--- config.mk ---
export PLATFORM = sky130hd
export DESIGN_NAME = shift_sequencer
export DESIGN_NICKNAME = d
export VERILOG_FILES = /design/src/rtl/shift_sequencer.sv
export SDC_FILE = /design/constraint.sdc
export NUM_CORES = 1
export LEC_CHECK = 0
export CORE_UTILIZATION = 45
export CTS_BUF_LIST = sky130_fd_sc_hd__clkbuf_8 sky130_fd_sc_hd__clkbuf_16
export DETAILED_ROUTE_END_ITERATION = 7
export PLACE_DENSITY = 0.69
export REMOVE_ABC_BUFFERS = 1
export SLEW_MARGIN = 10
export SYNTH_ARGS = -nofsm -noshare
export SYNTH_HDL_FRONTEND = slang
export SYNTH_SLANG_ARGS = --single-unit
export TNS_END_PERCENT = 30
--- constraint.sdc ---
create_clock -name clk -period 3.55 [get_ports clk]
set_clock_uncertainty 0.05 [all_clocks]
set_input_delay 0.8875 -clock clk [delete_from_list [all_inputs] [get_ports clk]]
set_output_delay 0.8875 -clock clk [all_outputs]
set_load 0.05 [all_outputs]
--- src/rtl/shift_sequencer.sv ---
// Multi-cycle SLL/SRL/SRA unit: one shift step per clock under an IDLE/SHIFT/DONE controller.
// Optional build macro SHIFT_SEQ_FAST_STEP_EN enables 4-bit steps while at least 4 remain.
module shift_sequencer #(
   parameter int WIDTH = 32
) (
   input  logic             clk,
   input  logic             reset,
   input  logic             start,
   input  logic [1:0]       op,
   input  logic [4:0]       shamt,
   input  logic [WIDTH-1:0] inData,
   output logic [WIDTH-1:0] outData,
   output logic             busy,
   output logic             done
);

   typedef enum logic [1:0] {
      S_IDLE  = 2'b00,
      S_SHIFT = 2'b01,
      S_DONE  = 2'b10
   } state_t;

   localparam logic [1:0] OP_SRL = 2'b01;
   localparam logic [1:0] OP_SRA = 2'b11;

   state_t           state_q, state_d;
   logic [WIDTH-1:0] acc_q, acc_d;
   logic [4:0]       cnt_q, cnt_d;
   logic [1:0]       op_q, op_d;
   logic [WIDTH-1:0] out_q, out_d;

   logic [4:0]       step;
   logic [4:0]       cnt_rem;
   logic [WIDTH-1:0] acc_shifted;

   // Reserved op 2'b10 falls into the default arm and shifts left like SLL.
   function automatic logic [WIDTH-1:0] shift_step(input logic [WIDTH-1:0] val,
                                                   input logic [1:0]       kind,
                                                   input logic [2:0]       amt);
      logic signed [WIDTH-1:0] sval;
      sval = $signed(val);
      case (kind)
         OP_SRL:  shift_step = val >> amt;
         OP_SRA:  shift_step = $unsigned(sval >>> amt);
         default: shift_step = val << amt;
      endcase
   endfunction

`ifdef SHIFT_SEQ_FAST_STEP_EN
   always_comb step = (cnt_q >= 5'd4) ? 5'd4 : 5'd1;
`else
   always_comb step = 5'd1;
`endif

   always_comb begin
      cnt_rem     = cnt_q - step;
      acc_shifted = shift_step(acc_q, op_q, step[2:0]);
   end

   always_comb begin
      state_d = state_q;
      acc_d   = acc_q;
      cnt_d   = cnt_q;
      op_d    = op_q;
      out_d   = out_q;
      case (state_q)
         S_IDLE: begin
            if (start) begin
               acc_d = inData;
               cnt_d = shamt;
               op_d  = op;
               if (shamt == 5'd0) begin
                  state_d = S_DONE;
                  out_d   = inData;
               end else begin
                  state_d = S_SHIFT;
               end
            end
         end
         S_SHIFT: begin
            acc_d = acc_shifted;
            cnt_d = cnt_rem;
            if (cnt_rem == 5'd0) begin
               state_d = S_DONE;
               out_d   = acc_shifted;
            end
         end
         S_DONE: begin
            state_d = S_IDLE;
         end
         default: begin
            state_d = S_IDLE;
         end
      endcase
   end

   // Reset drops any in-flight operation and clears the published result.
   always_ff @(posedge clk or posedge reset) begin
      if (reset) begin
         state_q <= S_IDLE;
         acc_q   <= '0;
         cnt_q   <= '0;
         op_q    <= '0;
         out_q   <= '0;
      end else begin
         state_q <= state_d;
         acc_q   <= acc_d;
         cnt_q   <= cnt_d;
         op_q    <= op_d;
         out_q   <= out_d;
      end
   end

   assign outData = out_q;
   assign busy    = (state_q != S_IDLE);
   assign done    = (state_q == S_DONE);

endmodule

# == Word level (Yosys, flattened, before mapping) ==
# Cells that the tools add are included.
# word_totals
ff_bits,73
in_bits,42
output_inout_bits,34
word_cells,35
# classes
n_addsub,1
eq_ne,7
mux,13
reduce_logical,9
# op_table
op,n
$pmux W32 S2,3
$mux W32,4
$logic_not A5 Y1,2
$pmux W5 S2,1
$mux W2,3
$ne A2 B2 Y1 const B,3
$reduce_and A2 Y1,3
$mux W5,1
$sub A5 B1 Y5 const B,1
$eq A2 B1 Y1 const B,2
$eq A2 B2 Y1 const B,2
$pmux W2 S2,1
$reduce_and A4 Y1,1
$reduce_bool A2 Y1,2
$logic_not A2 Y1,1

# == Logic depth before layout (Yosys ltp) ==
# Gate-level depths: netlist of the first run.
# depth
ltp_word,4
ltp_mapped,7
mapped_depth_nobuf,6

# == Least setup slack after synthesis of the first run ==
# No wires, ideal clock.
# synth_timing
path_kind,register to output
start,reg state_q[0]
end,out done
arrival_time_ns,1.239
required_ns,2.612
path_slack_ns,1.373
stages_incl_launch_ff,3
path_buffers,1
cell_sequence,dfrtp_1 buf_2 nor2_1
# synth_between
elab_chain_cells,1
# synth_lines
element,line,rtl
"start, declared",26,"state_t state_q, state_d;"
"start signal, assigned",106,state_q <= state_d;
$eq A2 B2 Y1,116,assign done = (state_q == S_DONE);
"end, declared",14,output logic done
# Every way passes these cells.

# == Worst setup path in the final report of the first run ==
# layout_timing
start,reg state_q[0]
end,out busy
# layout_between
elab_chain_cells,1
# layout_lines
element,line,rtl
$reduce_bool A2 Y1,115,assign busy = (state_q != S_IDLE);
"end, declared",13,"output logic busy,"
# Every way passes these cells.

==> metrics.md, run 1 <==
| Metric | Value |
|---|---|
| Ys flop type | `dfrtp_1` |
| Routed WL | `roughly 9600 um` |
| Via count | `between 3000 and 4000` |
| Antenna Nets Post-Route | `0` |
| Port bufs | `75` |
| Synth Instances | `approximately 360` |
| Tmin final | `slightly above 3000 ps` |
| Max H-tree Level | `3` |
| TNS Setup | `0 ps` |
| Status | `finished clean` |
| Post-Syn Area per Cell | `10.9 um2` |
| Clk_lat worst skew | `between 300 and 400 ps` |
| Worst hold path class | `reg2reg` |
| Dominant cells by area after synthesis | `dfrtp_1 46%, mux2i_1 7.6%, o311a_1 6.6%` |
| FF-to-FF End | `outData[12]` |
| Hold_ws | `~460 ps` |
| Root buf cell | `clkbuf_8` |
| Number of global-route vias before repair | `~3100` |
| Remaining Overflow, GRT | `0` |
| Most common cell in the netlist | `dfrtp_1` |
| DRC viols | `0` |
| Sw Pwr | `between 2 and 2.5 mW` |
| Critical Path Fanout Max | `14` |
| Post-CTS sizing | `0` |
| Worst Path Arrival | `approximately 2100 ps` |
| Synth cell count leaders | `73 x dfrtp_1, 35 x a21oi_1, 35 x o21ai_0, 30 x a21o_1, 30 x mux2i_1` |
| Gr usage total | `0.223` |
| Startpoint Class | `flop` |
| Slew Limit Headroom | `0.375` |
| Worst flop-to-flop path startpoint | `cnt_q[0]` |
| Post-synth EDFFs | `0` |
| HP Start | `acc_q[13]` |
| Postcts setup bufs | `0` |
| Die area | `9200 um2` |
| Placed cell count | `514` |
| DRT iter0 DRCs | `roughly 180` |
| Actual slew at the worst max-slew pin | `between 900 and 1000 ps` |
| Clock Path Buffers | `2` |
| Setup violators final | `0` |
| Fin. max-slew vios | `0` |
| First-pass GRT wire length | `15600 um` |
| Initial Util | `0.473` |
| Power Density | `roughly 1100 nW/um2` |
| Initial antenna violation count | `0` |
| Final hold violation count | `0` |
| Worst Path Required | `about 2600 ps` |
| # rows | `33` |
| Peak VDD IR | `between 0.6 and 0.7 mV` |
| Flop pwr share | `0.314` |
| Post-DP HPWL | `5940 um` |
| TritonCTS Buffers | `9` |
| Post-layout nets | `~460` |
| Max Cap Violations | `0` |
| Kind of critical path | `reg2out` |
| Die Wd | `around 96 um` |
| Reg2reg path depth | `7` |
| Cts-stage hold buffer count | `0` |
| GP Congestion | `~0.77` |
| Register Area | `1830 um2` |
| P_leak | `2.10 nW` |
| Reg clk slew, reported paths | `~80 ps` |
| Final worst-path cycle share | `0.854` |
| Post-synthesis register bit count | `73` |
| Crit path capture | `busy` |
| Largest net degree at the start of global routing | `48` |
| Filler Cell Count | `between 700 and 800` |
| Post-synth top area cell | `dfrtp_1` |
| Num ports | `between 70 and 80` |
| Layout cells sized above 1 | `0.104` |
| Worst R2R Setup Slack | `approximately 1000 ps` |
| Async set-reset flop share out of synthesis | `1.00` |
| Final core occ | `0.586` |
| Sequential area share after synthesis | `0.460` |
| Synth unique cells | `44` |
| Drt wl/cell | `between 15 and 20 um` |
| Final Cell Area | `a little under 5000 um2` |
| Vias per inst | `~6` |
| Clock Sinks | `73` |
| Synth warnings | `0` |
| Clock share of power | `0.134` |
| Yosys top cell area share | `0.460` |
| N_diodes | `0` |
| TritonCTS clock tree | `built` |
| Max Clk Rate | `330 MHz` |
| Sw frac | `0.463` |
| Internal | `~2.8 mW` |
| Unrepaired setup endpoints after global routing | `false` |
| Placement Cell Area | `4690 um2` |
| Cell Count, Final, Fillers Out | `530` |
| Core area | `between 8000 and 9000 um2` |
| Nature of the critical path endpoint | `output port` |
| Mapped Area | `roughly 4000 um2` |
| Critical path origin | `state_q[0]` |
| Area of the multi-input gates | `1890 um2` |
| Synth-to-Final Area Change | `23.7%` |
| Comb power frac | `0.552` |
| Initial DRT Pass Iterations | `4` |
| Chip height | `95.9 um` |
## power by group through the flow
stage | registers [mW] | clock network, mW | logic [mW]
4_1_cts | 1.64 | 0.714 | 2.91
2_1_floorplan | 2.00 | 0 | 1.68
6_report | 1.64 | 0.702 | 2.89
3_5_place_dp | 1.66 | 0 | 2.90
5_1_grt | 1.70 | 0.747 | 3.16
3_3_place_gp | 1.65 | 0 | 2.86
## cell type report
cell class,count,area share
well taps,105,0.0268
clock inverters,4,0.0102
clock buffers,12,0.0336
repair buffers,83,0.168
multi-input cells,246,0.384
inverters,7,0.00535
flip-flops and latches,73,0.372
## through the flow
step,power (mW),worst slack (ps)
floorplan,3.68,759
global placement,4.50,688
detailed placement,4.56,626
CTS,5.27,520
global route,5.60,355
finish,5.24,519
## registers in the layout, summed over array words and instances, names as in the netlist
signal,count
acc_q,32
outData,32
cnt_q,5
op_q,2
state_q,2
## layer usage
layer  up-vias  global-route usage  share of wire
li1       1515                   -              -
met1      1552               0.319           0.46
met2       117               0.349           0.46
met3         8              0.0434          0.062
met4         0              0.0535         0.0094
met5         -                   0              0
## how the worst min path moves through the flow
stage	cells after the start	end	slack [ps]
CTS	1	acc_q[13]	460
finish	1	acc_q[13]	460
floorplan	1	acc_q[1]	410
global route	1	acc_q[11]	480
global placement	1	acc_q[1]	440
detailed placement	1	acc_q[13]	450
## logic make-up (layout without fill, tap and decap cells)
| group | after synthesis | in the layout | synth area share |
|---|---|---|---|
| AOI/OAI and AO/OA | 179 | 179 | 0.327 |
| buffers and inverters | 45 | 106 | 0.0653 |
| adders and majority gates | 2 | 2 | 0.00631 |
| and+or+nand+nor | 30 | 30 | 0.0460 |
| muxes | 32 | 32 | 0.0814 |
| xor gates and xnor gates | 3 | 3 | 0.0132 |
| DFF | 73 | 73 | 0.460 |
## cells in the final DEF (no fill, tap or decap), types with 2 or more instances in the layout
cell type | Yosys | layout
inv_1 | 6 | 6
o22ai_1 | 4 | 4
o22a_1 | 2 | 2
buf_4 | 1 | 7
a21oi_1 | 35 | 35
ha_1 | 2 | 2
nand2_1 | 10 | 10
o311a_2 | 5 | 5
mux2_2 | 2 | 2
inv_2 | 1 | 2
nand3_1 | 5 | 5
nor2_1 | 6 | 6
a31o_1 | 29 | 29
clkbuf_8 | 0 | 12
o311a_1 | 26 | 26
clkdlybuf4s50_1 | 0 | 75
mux2i_1 | 30 | 30
dfrtp_1 | 73 | 72
a21o_1 | 30 | 30
a31oi_1 | 2 | 2
o21ai_0 | 35 | 35
nand2b_1 | 2 | 2
## worst max-delay path, stage by stage (launching register included)
cell	delay, ps
dfrtp_1	620
inv_1	230
nand2_1	110
clkdlybuf4s50_1	790
No activity file was read; power rests on OpenSTA's default activity.
==> run 2, diff against run 1 <==
--- a/config.mk
+++ b/config.mk
@@ -9,7 +9,6 @@
 export CTS_BUF_LIST = sky130_fd_sc_hd__clkbuf_8 sky130_fd_sc_hd__clkbuf_16
 export DETAILED_ROUTE_END_ITERATION = 7
 export PLACE_DENSITY = 0.69
-export REMOVE_ABC_BUFFERS = 1
 export SLEW_MARGIN = 10
 export SYNTH_ARGS = -nofsm -noshare
 export SYNTH_HDL_FRONTEND = slang
==> run 2 against run 1 <==
Routed wire length grew 1.9%. Critical path depth unchanged. Register-to-register slack gained 20 ps. Largest cell class unchanged. Highest routed layer unchanged.
==> metrics.md, run 2 (same netlist as run 1, synthesis figures left out) <==
| Metric | Value |
|---|---|
| Filler Cell Count | `740 (-2.4%)` |
| Routed length on met1 | `4410 um (-0.59%)` |
| Area of the multi-input gates | `1890 um2 (unchanged)` |
| Via count | `3197 (+0.16%)` |
| Max Clk Rate | `329 MHz (-0.19%)` |
| HP Start | `acc_q[28]` |
| Cts-stage hold buffer count | `0 (unchanged)` |
| Layout cells sized above 1 | `0.106 (+0.00210)` |
| GP Congestion | `0.794 (+3.7%)` |
| Nature of the critical path endpoint | `output port` |
| Port bufs | `75 (unchanged)` |
| Root buf cell | `clkbuf_8` |
| Worst Path Required | `2610 ps (about the same)` |
| Postcts setup bufs | `0 (unchanged)` |
| Clock share of power | `0.125 (-0.009)` |
| Clk_lat worst skew | `340 ps (about the same)` |
| Comb power frac | `0.564 (+0.012)` |
| Commonest cells after routing, fill and taps aside | `75 x clkdlybuf4s50_1, 72 x dfrtp_1, 35 x o21ai_0, 35 x a21oi_1` |
| Slew Limit Headroom | `0.396 (+0.0218)` |
| Kind of critical path | `reg2out` |
| Worst Path Arrival | `2100 ps (about the same)` |
| Hold_ws | `462 ps (+2.65 ps)` |
| # rows | `33 (unchanged)` |
| Antenna Nets Post-Route | `0 (unchanged)` |
| Gr usage total | `0.230 (+0.00681)` |
| Vias per inst | `6.02 (about the same)` |
| DR WL met2 | `4730 um (+6.6%)` |
| Register Area | `1830 um2 (unchanged)` |
| Synth-to-Final Area Change | `23.9%` |
| Placed cell count | `516 (+0.39%)` |
| Die Wd | `95.9 um (unchanged)` |
| N_diodes | `0 (unchanged)` |
| Reg clk slew, reported paths | `70 ps (about the same)` |
| Die area | `9200 um2 (unchanged)` |
| Reg2reg path depth | `8 (+1)` |
| Unrepaired setup endpoints after global routing | `false` |
| Routed WL | `9740 um (+1.9%)` |
| Final hold violation count | `0 (unchanged)` |
| DRC viols | `0 (unchanged)` |
| Post-CTS sizing | `0 (unchanged)` |
| Largest net degree at the start of global routing | `74 (+54%)` |
| Core area | `8380 um2 (unchanged)` |
| TritonCTS Buffers | `9 (unchanged)` |
| Number of global-route vias before repair | `3086 (-1.2%)` |
| Num ports | `76 (unchanged)` |
| Internal | `2.80 mW (-0.34%)` |
| Max Cap Violations | `0 (unchanged)` |
| Worst hold path class | `reg2reg` |
| Metal3 WL | `470 um (-21%)` |
| Sw Pwr | `2.42 mW (-0.17%)` |
| First-pass GRT wire length | `16100 um (+3.4%)` |
| Remaining Overflow, GRT | `0 (unchanged)` |
| Actual slew at the worst max-slew pin | `905 ps (-32.8 ps)` |
| Hold depth | `1 (unchanged)` |
| Syn_nets | `just over 400` |
| DRT iter0 DRCs | `169 (-6.6%)` |
| TritonCTS clock tree | `built` |
| Post-DP HPWL | `6120 um (+3.0%)` |
| Drt wl/cell | `18.3 um (+1.8%)` |
| Most common cell after layout, fill and taps aside | `clkdlybuf4s50_1` |
| Post-layout nets | `466 (+0.43%)` |
| Initial Util | `0.473 (unchanged)` |
| Setup violators final | `0 (unchanged)` |
| Critical path origin | `state_q[0]` |
| Tmin final | `3040 ps (+5.70 ps)` |
| Critical Path Fanout Max | `14 (unchanged)` |
| Worst flop-to-flop path startpoint | `cnt_q[0]` |
| Power Density | `1060 nW/um2 (-0.41%)` |
| Cell Count, Final, Fillers Out | `531 (+0.19%)` |
| Highest routing layer actually used | `met4` |
| Initial DRT Pass Iterations | `4 (unchanged)` |
| P_leak | `2.11 nW (+0.48%)` |
| Clock Path Buffers | `2 (unchanged)` |
| Chip height | `95.9 um (unchanged)` |
| Peak VDD IR | `0.431 mV (-38%)` |
| Initial antenna violation count | `0 (unchanged)` |
| TNS Setup | `0 ps (unchanged)` |
| Flop pwr share | `0.311 (-0.003)` |
| Final worst-path cycle share | `0.855 (+0.00161)` |
| Status | `finished clean` |
| Startpoint Class | `flop` |
| Fin. max-slew vios | `0 (unchanged)` |
| Max H-tree Level | `3 (unchanged)` |
| Sw frac | `0.463 (about the same)` |
| Clock Sinks | `73 (unchanged)` |
-- run 2: cell count changes in the layout (fill, tap and decap cells not counted), sizes merged --
cell,change
inv,-1
buf,+2
clkinv,+2
clkinvlp,-1
clkbuf,-1
-- run 2: through the flow --
step                      setup slack (ps)  utilization  instance area (um2)  power [mW]
after global placement                 671        0.563                 4720        4.52
after global routing                   413        0.587                 4920        5.59
after CTS                              524        0.587                 4920        5.24
after floorplan                        759            -                 3970        3.89
final                                  513        0.587                 4920        5.22
after detailed placement               673        0.563                 4720        4.58
-- run 2: final cells by class --
class                           instances  share of cell area
Inverter                                7             0.00534
Multi-Input combinational cell        246               0.383
Clock inverter                          4             0.00891
Sequential cell                        73               0.372
Clock buffer                           11              0.0308
Tap cell                              105              0.0267
Timing Repair Buffer                   85               0.173
-- run 2: worst paths after layout --
| check | endpoint | slack [ps] |
|---|---|---|
| max | busy | 510 |
| min | acc_q[28] | 460 |
| max reg2reg | outData[23] | 1050 |
| min reg2reg | acc_q[28] | 460 |
| max in group asynchronous | op_q[0] | 2220 |
| min in group asynchronous | outData[11] | 900 |
-- run 2: power by group through the flow --
stage          Clock (mW)  Sequential [mW]  Combinational (mW)
4_1_cts             0.667             1.62                2.95
3_5_place_dp            0             1.64                2.94
2_1_floorplan           0             1.91                1.98
5_1_grt             0.702             1.69                3.20
3_3_place_gp            0             1.63                2.89
6_report            0.652             1.63                2.95
-- run 2: metal layers --
metal,vias up,GRT usage
met4,0,0.0871
met3,11,0.0355
met2,83,0.357
met5,-,0
li1,1517,-
met1,1586,0.324
-- run 2: worst max-delay path: stages, from the launching register on --
cell and delay (ps):
dfrtp_1 630, inv_1 230, nand2_1 100, clkdlybuf4s50_1 800
